$ cat src/rtl/seg7_clock_ctrl.sv
// Time-of-day controller: packed-BCD HH:MM:SS, key-driven set mode and blink blanking for the seg7 scan driver.
// Optional alarm compiled in by defining SEG7_CLOCK_ALARM_EN.
module seg7_clock_ctrl #(
    parameter int unsigned CLK_HZ     = 50_000_000,
    parameter int unsigned BLINK_HALF = 12_500_000
`ifdef SEG7_CLOCK_ALARM_EN
    ,
    parameter logic [23:0] ALARM_TIME = 24'h07_00_00
`endif
) (
    input  logic        clk,
    input  logic        rst_n,
    input  logic        key_mode,
    input  logic        key_inc,
    output logic [23:0] data,
    output logic [5:0]  blank,
    output logic        setting,
    output logic        tick_1hz
`ifdef SEG7_CLOCK_ALARM_EN
    ,
    output logic        alarm
`endif
);

    localparam int unsigned PRESC_W = (CLK_HZ > 2) ? $clog2(CLK_HZ) : 1;
    localparam int unsigned BLINK_W = (BLINK_HALF > 2) ? $clog2(BLINK_HALF) : 1;

    typedef enum logic [1:0] {
        ST_RUN     = 2'd0,
        ST_SET_HR  = 2'd1,
        ST_SET_MIN = 2'd2,
        ST_SET_SEC = 2'd3
    } state_t;

    state_t               state_q, state_d;
    logic [PRESC_W-1:0]   presc_q, presc_d;
    logic [BLINK_W-1:0]   blink_cnt_q, blink_cnt_d;
    logic                 blink_ph_q, blink_ph_d;
    logic [23:0]          data_d;
    logic [5:0]           blank_d;
    logic                 setting_d;
    logic                 tick_d;
    logic [8:0]           sec_n, min_n, hr_n;

`ifdef SEG7_CLOCK_ALARM_EN
    localparam int unsigned ALM_W = 6;
    logic                 alarm_d;
    logic [ALM_W-1:0]     alarm_cnt_q, alarm_cnt_d;
`endif

    // Increment a two-digit BCD field; bit 8 flags the wrap from max_v back to 00.
    function automatic logic [8:0] bcd_inc(input logic [7:0] v, input logic [7:0] max_v);
        logic [8:0] r;
        if (v == max_v)          r = {1'b1, 8'h00};
        else if (v[3:0] == 4'd9) r = {1'b0, v[7:4] + 4'd1, 4'd0};
        else                     r = {1'b0, v[7:4], v[3:0] + 4'd1};
        return r;
    endfunction

    assign sec_n = bcd_inc(data[7:0],   8'h59);
    assign min_n = bcd_inc(data[15:8],  8'h59);
    assign hr_n  = bcd_inc(data[23:16], 8'h23);

    // Registers
    always_ff @(posedge clk or negedge rst_n) begin
        if (!rst_n) begin
            state_q     <= ST_RUN;
            presc_q     <= '0;
            blink_cnt_q <= '0;
            blink_ph_q  <= 1'b0;
            data        <= 24'h000000;
            blank       <= 6'b000000;
            setting     <= 1'b0;
            tick_1hz    <= 1'b0;
`ifdef SEG7_CLOCK_ALARM_EN
            alarm       <= 1'b0;
            alarm_cnt_q <= '0;
`endif
        end else begin
            state_q     <= state_d;
            presc_q     <= presc_d;
            blink_cnt_q <= blink_cnt_d;
            blink_ph_q  <= blink_ph_d;
            data        <= data_d;
            blank       <= blank_d;
            setting     <= setting_d;
            tick_1hz    <= tick_d;
`ifdef SEG7_CLOCK_ALARM_EN
            alarm       <= alarm_d;
            alarm_cnt_q <= alarm_cnt_d;
`endif
        end
    end

    // Next state, time update, prescaler, blink and output decode
    always_comb begin
        state_d     = state_q;
        data_d      = data;
        presc_d     = presc_q;
        tick_d      = 1'b0;
        blink_cnt_d = blink_cnt_q;
        blink_ph_d  = blink_ph_q;
        blank_d     = 6'b000000;
        setting_d   = 1'b0;
`ifdef SEG7_CLOCK_ALARM_EN
        alarm_d     = alarm;
        alarm_cnt_d = alarm_cnt_q;
`endif

        // key_mode takes priority; a simultaneous key_inc is dropped
        case (state_q)
            ST_RUN: begin
                if (key_mode) state_d = ST_SET_HR;
                if (tick_1hz) begin
                    data_d[7:0] = sec_n[7:0];
                    if (sec_n[8]) begin
                        data_d[15:8] = min_n[7:0];
                        if (min_n[8]) data_d[23:16] = hr_n[7:0];
                    end
                end
            end
            ST_SET_HR: begin
                if (key_mode)     state_d = ST_SET_MIN;
                else if (key_inc) data_d[23:16] = hr_n[7:0];
            end
            ST_SET_MIN: begin
                if (key_mode)     state_d = ST_SET_SEC;
                else if (key_inc) data_d[15:8] = min_n[7:0];
            end
            ST_SET_SEC: begin
                if (key_mode)     state_d = ST_RUN;
                else if (key_inc) data_d[7:0] = sec_n[7:0];
            end
            default: state_d = ST_RUN;
        endcase

        // Prescaler only counts while staying in RUN, so re-entry restarts a full period
        if (state_q == ST_RUN && state_d == ST_RUN) begin
            if (presc_q == PRESC_W'(CLK_HZ - 1)) begin
                presc_d = '0;
                tick_d  = 1'b1;
            end else begin
                presc_d = presc_q + PRESC_W'(1);
            end
        end else begin
            presc_d = '0;
        end

        // Any key press restarts the blink in the visible phase
        if (key_mode || key_inc) begin
            blink_cnt_d = '0;
            blink_ph_d  = 1'b0;
        end else if (blink_cnt_q == BLINK_W'(BLINK_HALF - 1)) begin
            blink_cnt_d = '0;
            blink_ph_d  = ~blink_ph_q;
        end else begin
            blink_cnt_d = blink_cnt_q + BLINK_W'(1);
        end

`ifdef SEG7_CLOCK_ALARM_EN
        if (state_q != ST_RUN || key_mode) begin
            alarm_d = 1'b0;
        end else if (key_inc) begin
            alarm_d = 1'b0;
        end else if (tick_1hz) begin
            if (data_d == ALARM_TIME) begin
                alarm_d     = 1'b1;
                alarm_cnt_d = '0;
            end else if (alarm) begin
                if (alarm_cnt_q == ALM_W'(59)) alarm_d = 1'b0;
                else                           alarm_cnt_d = alarm_cnt_q + ALM_W'(1);
            end
        end
`endif

        case (state_d)
            ST_SET_HR:  blank_d[5:4] = {2{blink_ph_d}};
            ST_SET_MIN: blank_d[3:2] = {2{blink_ph_d}};
            ST_SET_SEC: blank_d[1:0] = {2{blink_ph_d}};
            default:    blank_d      = 6'b000000;
        endcase
`ifdef SEG7_CLOCK_ALARM_EN
        if (alarm_d) blank_d = {6{blink_ph_d}};
`endif

        setting_d = (state_d != ST_RUN);
    end

endmodule

$ cat config.mk
export PLATFORM = sky130hd
export DESIGN_NAME = seg7_clock_ctrl
export DESIGN_NICKNAME = d
export VERILOG_FILES = /design/src/rtl/seg7_clock_ctrl.sv
export SDC_FILE = /design/constraint.sdc
export NUM_CORES = 1
export LEC_CHECK = 0
export ABC_AREA = 1
export CORE_UTILIZATION = 44
export CTS_CLUSTER_SIZE = 12
export DETAILED_ROUTE_END_ITERATION = 10
export PLACE_DENSITY_LB_ADDON = 0.12
export SLEW_MARGIN = 25
export SYNTH_ARGS = -nofsm -noshare
export SYNTH_HDL_FRONTEND = slang
export SYNTH_SLANG_ARGS = --single-unit
$ cat constraint.sdc
create_clock -name clk -period 1.6 [get_ports clk]
set_input_delay 0.24 -clock clk [delete_from_list [all_inputs] [get_ports clk]]
set_output_delay 0.24 -clock clk [all_outputs]
set_load 0.01 [all_outputs]
==> metrics, run 1 <==
worst slew pin tran 490.5 ps; gr usage total 0.1939; Detailed Route WL 10610 um; RSZ-0062 raised after global routing true; row count 38; TritonCTS buffer count 9; Initial DRC Count 230; GPL Wtd Cong 0.8778; share of post-route cells with drive strength above 1 0.1917; status complete, no violations; Root Driver clkbuf_8; syn nets 684; Cells after Synth 659; Post-DP Area 5667 um2; antenna violations before repair 0; top-count cell post-synth nand2_1; Via Count 4338; MaxCap Viol Count 0; Synth area leader dfrtp_1; Crit-path slowest cell clkdlybuf4s50_1; slew margin rel. 0.6730; routed len/inst 11.69 um; CP Class flop to primary output; largest net degree at the start of global routing 83; Worst EP arrival 1330 ps; Horiz. Die Dim 107.2 um; number of synthesized flops with an enable pin 0; I/O Buffers 35; Max Slew Vio Count 0; vias per cell 4.783; clk buf depth 2; Hold Violations, Final 0; Final period util 0.9782; fill cell count 1020; Cell variety after synth 32; Sink Count 82; Commonest cells post-synth 177 x nand2_1, 142 x nor2_1, 82 x dfrtp_1; final worst path period need 1565 ps; Max Freq 638.9 MHz; startpoint type of the worst setup path flop; vias in the first global route 4042; Static Leak 0.002940 uW; CTS tree yes; n_diodes 0; initial core utilization 0.4514; Post-synth top flop dfrtp_1; Critical path buffers and inverters 1; worst hold slack 395.8 ps; min-delay worst type input pin to asynchronous set/reset pin; die area 11500 um2; top cell type's share of synthesized area 0.4212; total number of H-tree levels 3; clock skew 13.22 ps; cells along the critical path clkdlybuf4s50_1; syn avg cell area 7.393 um2; CP max stage delay 580 ps; Worst Path Required 1360 ps; CP endpoint kind primary output; post-layout instance area 6290 um2; Seq cells post-synth 82; cell family with most CP delay buffers and inverters; core area 10790 um2; Async SR Flop Fraction 1.000; CP Max Fanout 3; final cell count without fillers 907; first-pass GRT wire length 17950 um; hpwl dp 7678 um; Total Power 6870 uW; endpoints failing setup 0; nets 787; register area share after synthesis 0.4212; I/O pin count 36; Max IR drop VDD 681.1 uV; worst skew pair latency 360 ps; clk slew on worst S/H paths 100 ps; Cell Area, Synth 4872 um2; DRC viols 0; antenna viol nets, final 0; area grow syn2layout 29.10%; Power Dens Cells 1092 nW/um2; placed insts 868; FF+latch area 2057 um2; fin util 0.5828; Die Y 107.2 um; multi-input logic area 2714 um2; first drt pass iteration count 5; grt ovf 0; Synth Warn # 0; Synth area leaders dfrtp_1 42%, nand2_1 14%, nor2_1 11%
-- per-stage QoR --
stage                     setup WS [ps]  setup TNS, ps
final                             34.93              0
after global routing             -57.60         -498.5
after CTS                        0.1996              0
after detailed placement         -110.6          -1187
after global placement           -71.68         -513.8
after floorplan                   20.77              0
-- layout by cell type (no fill, tap or decap), types with 15 or more instances in the layout --
cell             count
nor2_2              23
dfrtp_1             78
nand3_1             47
xor2_1              18
clkdlybuf4s50_1     20
inv_1               66
buf_4               57
nor2_1             120
xnor2_1             17
ha_1                15
nand2_1            175
-- registers in the layout, summed over array words and instances (netlist names) --
name / count
blink_cnt_q: 24
blank: 3
state_q: 2
data: 24
tick_1hz: 1
blink_ph_q: 1
setting: 1
presc_q: 26
-- worst paths after layout --
check                                      from               endpoint  slack [ps]  cells past startpoint
max                          tick_1hz$_DFF_PN0_               tick_1hz          30                      1
min                                       rst_n   data[22]$_DFFE_PN0P_         400                      3
max reg2reg                state_q[0]$_DFF_PN0_  presc_q[25]$_DFF_PN0_          50                      9
min reg2reg                 data[7]$_DFFE_PN0P_    data[7]$_DFFE_PN0P_         540                      2
max in group asynchronous                 rst_n   presc_q[5]$_DFF_PN0_         760                      3
min in group clk            data[7]$_DFFE_PN0P_    data[7]$_DFFE_PN0P_         540                      2
-- timing repair --
action / CTS / global route
endpoints found under the hold margin: 82 / 0
pin swaps: 0 / 17
setup buffers: 5 / 16
gates resized for setup: 16 / 62
endpoints found under the setup margin: 30 / 63
hold buffers: 1 / 0
gates cloned: 0 / 1
-- logic make-up (layout without fill, tap and decap cells) --
| kind of cell | count (synthesis) | count (layout) | share of synthesized area |
|---|---|---|---|
| simple gates | 416 | 417 | 0.3667 |
| buf+inv | 79 | 186 | 0.06574 |
| mux | 1 | 1 | 0.002055 |
| compound gates | 25 | 25 | 0.02748 |
| flops | 82 | 82 | 0.4212 |
| xor+xnor | 35 | 35 | 0.06292 |
| fa+ha+maj | 21 | 21 | 0.05393 |
-- cell type report --
cell class / instances / area share
sequential: 82 / 0.3270
timing repair buffer: 97 / 0.1357
clock inverter: 7 / 0.01233
multi-input combinational: 499 / 0.4315
inverter: 73 / 0.04595
tap: 140 / 0.02785
clock buffer: 9 / 0.01969
-- where the power goes --
group,switching (uW),internal [uW]
registers,180,2300
logic,1500,1360
clock network,808,732
-- metal layers --
metal | up-vias | wire length [um] | share of wire | global-route usage
li1 | 2260 | - | - | -
met5 | - | 0 | 0 | 0
met1 | 2007 | 5014 | 0.47 | 0.2503
met2 | 63 | 5201 | 0.49 | 0.3346
met4 | 0 | 97 | 0.0091 | 0.04990
met3 | 8 | 292 | 0.028 | 0.03465
No activity file was read; power rests on OpenSTA's default activity.
==> run 2: changes to the inputs <==
--- a/config.mk
+++ b/config.mk
@@ -6,10 +6,12 @@
 export NUM_CORES = 1
 export LEC_CHECK = 0
 export ABC_AREA = 1
+export ABC_CLOCK_PERIOD_IN_PS = 1600
 export CORE_UTILIZATION = 44
 export CTS_CLUSTER_SIZE = 12
 export DETAILED_ROUTE_END_ITERATION = 10
 export PLACE_DENSITY_LB_ADDON = 0.12
+export SKIP_LAST_GASP = 1
 export SLEW_MARGIN = 25
 export SYNTH_ARGS = -nofsm -noshare
 export SYNTH_HDL_FRONTEND = slang
==> run 2 against run 1 <==
  * Global-route usage unchanged
  * Sequential share of layout area about the same
  * Final cell count unchanged
  * Highest routed layer unchanged
  * Largest cell class unchanged
  * Core utilization about the same
  * Sequential power about the same
  * First-iteration DRC count is 14% lower
==> metrics, run 2 (synthesis results as in run 1) <==
status complete, no violations; vias in the first global route 4042; first-pass GRT wire length 17950 um; pre-CTS setup slack -110.6 ps; Max IR drop VDD 711.3 uV; GRT Max-Usage Layer met2; Critical path buffers and inverters 1; Hold Violations, Final 0; CP Class flop to primary output; Crit-path slowest cell clkdlybuf4s50_1; worst slew pin tran 459.6 ps; Horiz. Die Dim 107.2 um; most frequent cells in the layout 174 x nand2_1, 122 x nor2_1, 78 x dfrtp_1; antenna viol nets, final 0; clk slew on worst S/H paths 100 ps; endpoints failing setup 0; vias per cell 4.779; Reg2Reg Capture Point presc_q[25]$_DFF_PN0_; crit path launch tick_1hz$_DFF_PN0_; cell family with most CP delay buffers and inverters; Root Driver clkbuf_8; antenna violations before repair 0; Detailed Route WL 10590 um; biggest regs presc_q x26, blink_cnt_q x24, data x24; routed len/inst 11.68 um; startpoint type of the worst setup path flop; TritonCTS buffer count 9; Max Slew Vio Count 0; gr usage total 0.1939; commonest non-fill, non-tap cell in the layout nand2_1; DRC viols 0; worst hold slack 409.0 ps; nets 787; slew margin rel. 0.6936; Max Freq 638.8 MHz; largest net degree at the start of global routing 83; min-delay worst type input pin to asynchronous set/reset pin; max reg flops 26; Final period util 0.9784; Total Power 6913 uW; Static Leak 0.002935 uW; I/O pin count 36; Register-to-Register Path Depth 9; setup slack after layout 34.60 ps; Via Count 4335; initial core utilization 0.4514; area grow syn2layout 29.17%; core area 10790 um2; Worst EP arrival 1330 ps; die area 11500 um2; MaxCap Viol Count 0; Global Route met3 Usage 0.03465; CTS tree yes; CP max stage delay 580 ps; largest reg by FF count presc_q; Die Y 107.2 um; GRT met2 Usage 0.3346; share of post-route cells with drive strength above 1 0.1877; RSZ-0062 raised after global routing true; total number of H-tree levels 3; cells along the critical path clkdlybuf4s50_1; I/O Buffers 35; Initial DRC Count 197; RR Startpoint state_q[0]$_DFF_PN0_; grt ovf 0; met1 usage 0.2503; Worst Path Required 1360 ps; CP Max Fanout 3; Sink Count 82; final worst path period need 1565 ps; hpwl dp 7678 um; clk buf depth 2; clock skew 13.98 ps; CP endpoint kind primary output; Power Dens Cells 1098 nW/um2; R2R Setup Slk 50 ps; first drt pass iteration count 4; GPL Wtd Cong 0.8778; row count 38; n_diodes 0; worst skew pair latency 360 ps
[run 2: per-stage QoR]
step / area, um2 / setup TNS (ps) / cells / utilization
CTS: 5932 / -22.02 / 890 / 0.5496
detailed placement: 5667 / -1187 / 868 / 0.5250
global placement: 5667 / -513.8 / 868 / 0.5250
finish: 6294 / 0 / 907 / 0.5831
global route: 6294 / -925.4 / 907 / 0.5831
floorplan: 4875 / 0 / 659 / -
[run 2: worst max path at each step]
| stage | endpoint | slack, ps | depth (start not counted) |
|---|---|---|---|
| after floorplan | presc_q[7]$_DFF_PN0_ | 20 | 10 |
| after global placement | data[12]$_DFFE_PN0P_ | -70 | 9 |
| after detailed placement | data[12]$_DFFE_PN0P_ | -110 | 8 |
| after CTS | data[12] | -20 | 2 |
| after global routing | data[14]$_DFFE_PN0P_ | -60 | 9 |
| final | tick_1hz | 30 | 1 |
[run 2: power breakdown]
part / switching (uW) / internal [uW]
combinational: 1520 / 1370
clock: 811 / 732
sequential: 185 / 2300
total: 2510 / 4400
[run 2: routing by layer]
metal / share of wire / up-vias / wire (um)
met5: 0 / - / 0
met4: 0.0093 / 0 / 98
met2: 0.49 / 61 / 5205
met3: 0.029 / 8 / 305
met1: 0.47 / 2002 / 4981
li1: - / 2264 / -
[run 2: cell type report]
cell class,count,area [um2]
clock inverters,7,77.57
multi-input cells,499,2716
fillers,1021,4499
well taps,140,175.2
inverters,73,289.0
clock buffers,9,123.9
flip-flops and latches,82,2057
repair buffers,97,854.6
[run 2: repair_timing]
item,4_1_cts,5_1_grt
setup endpoints to repair,30,64
pin swaps,0,16
cloned,0,1
setup buffers,5,17
resized for setup,15,64
hold buffers,1,0
endpoints found under the hold margin,82,0
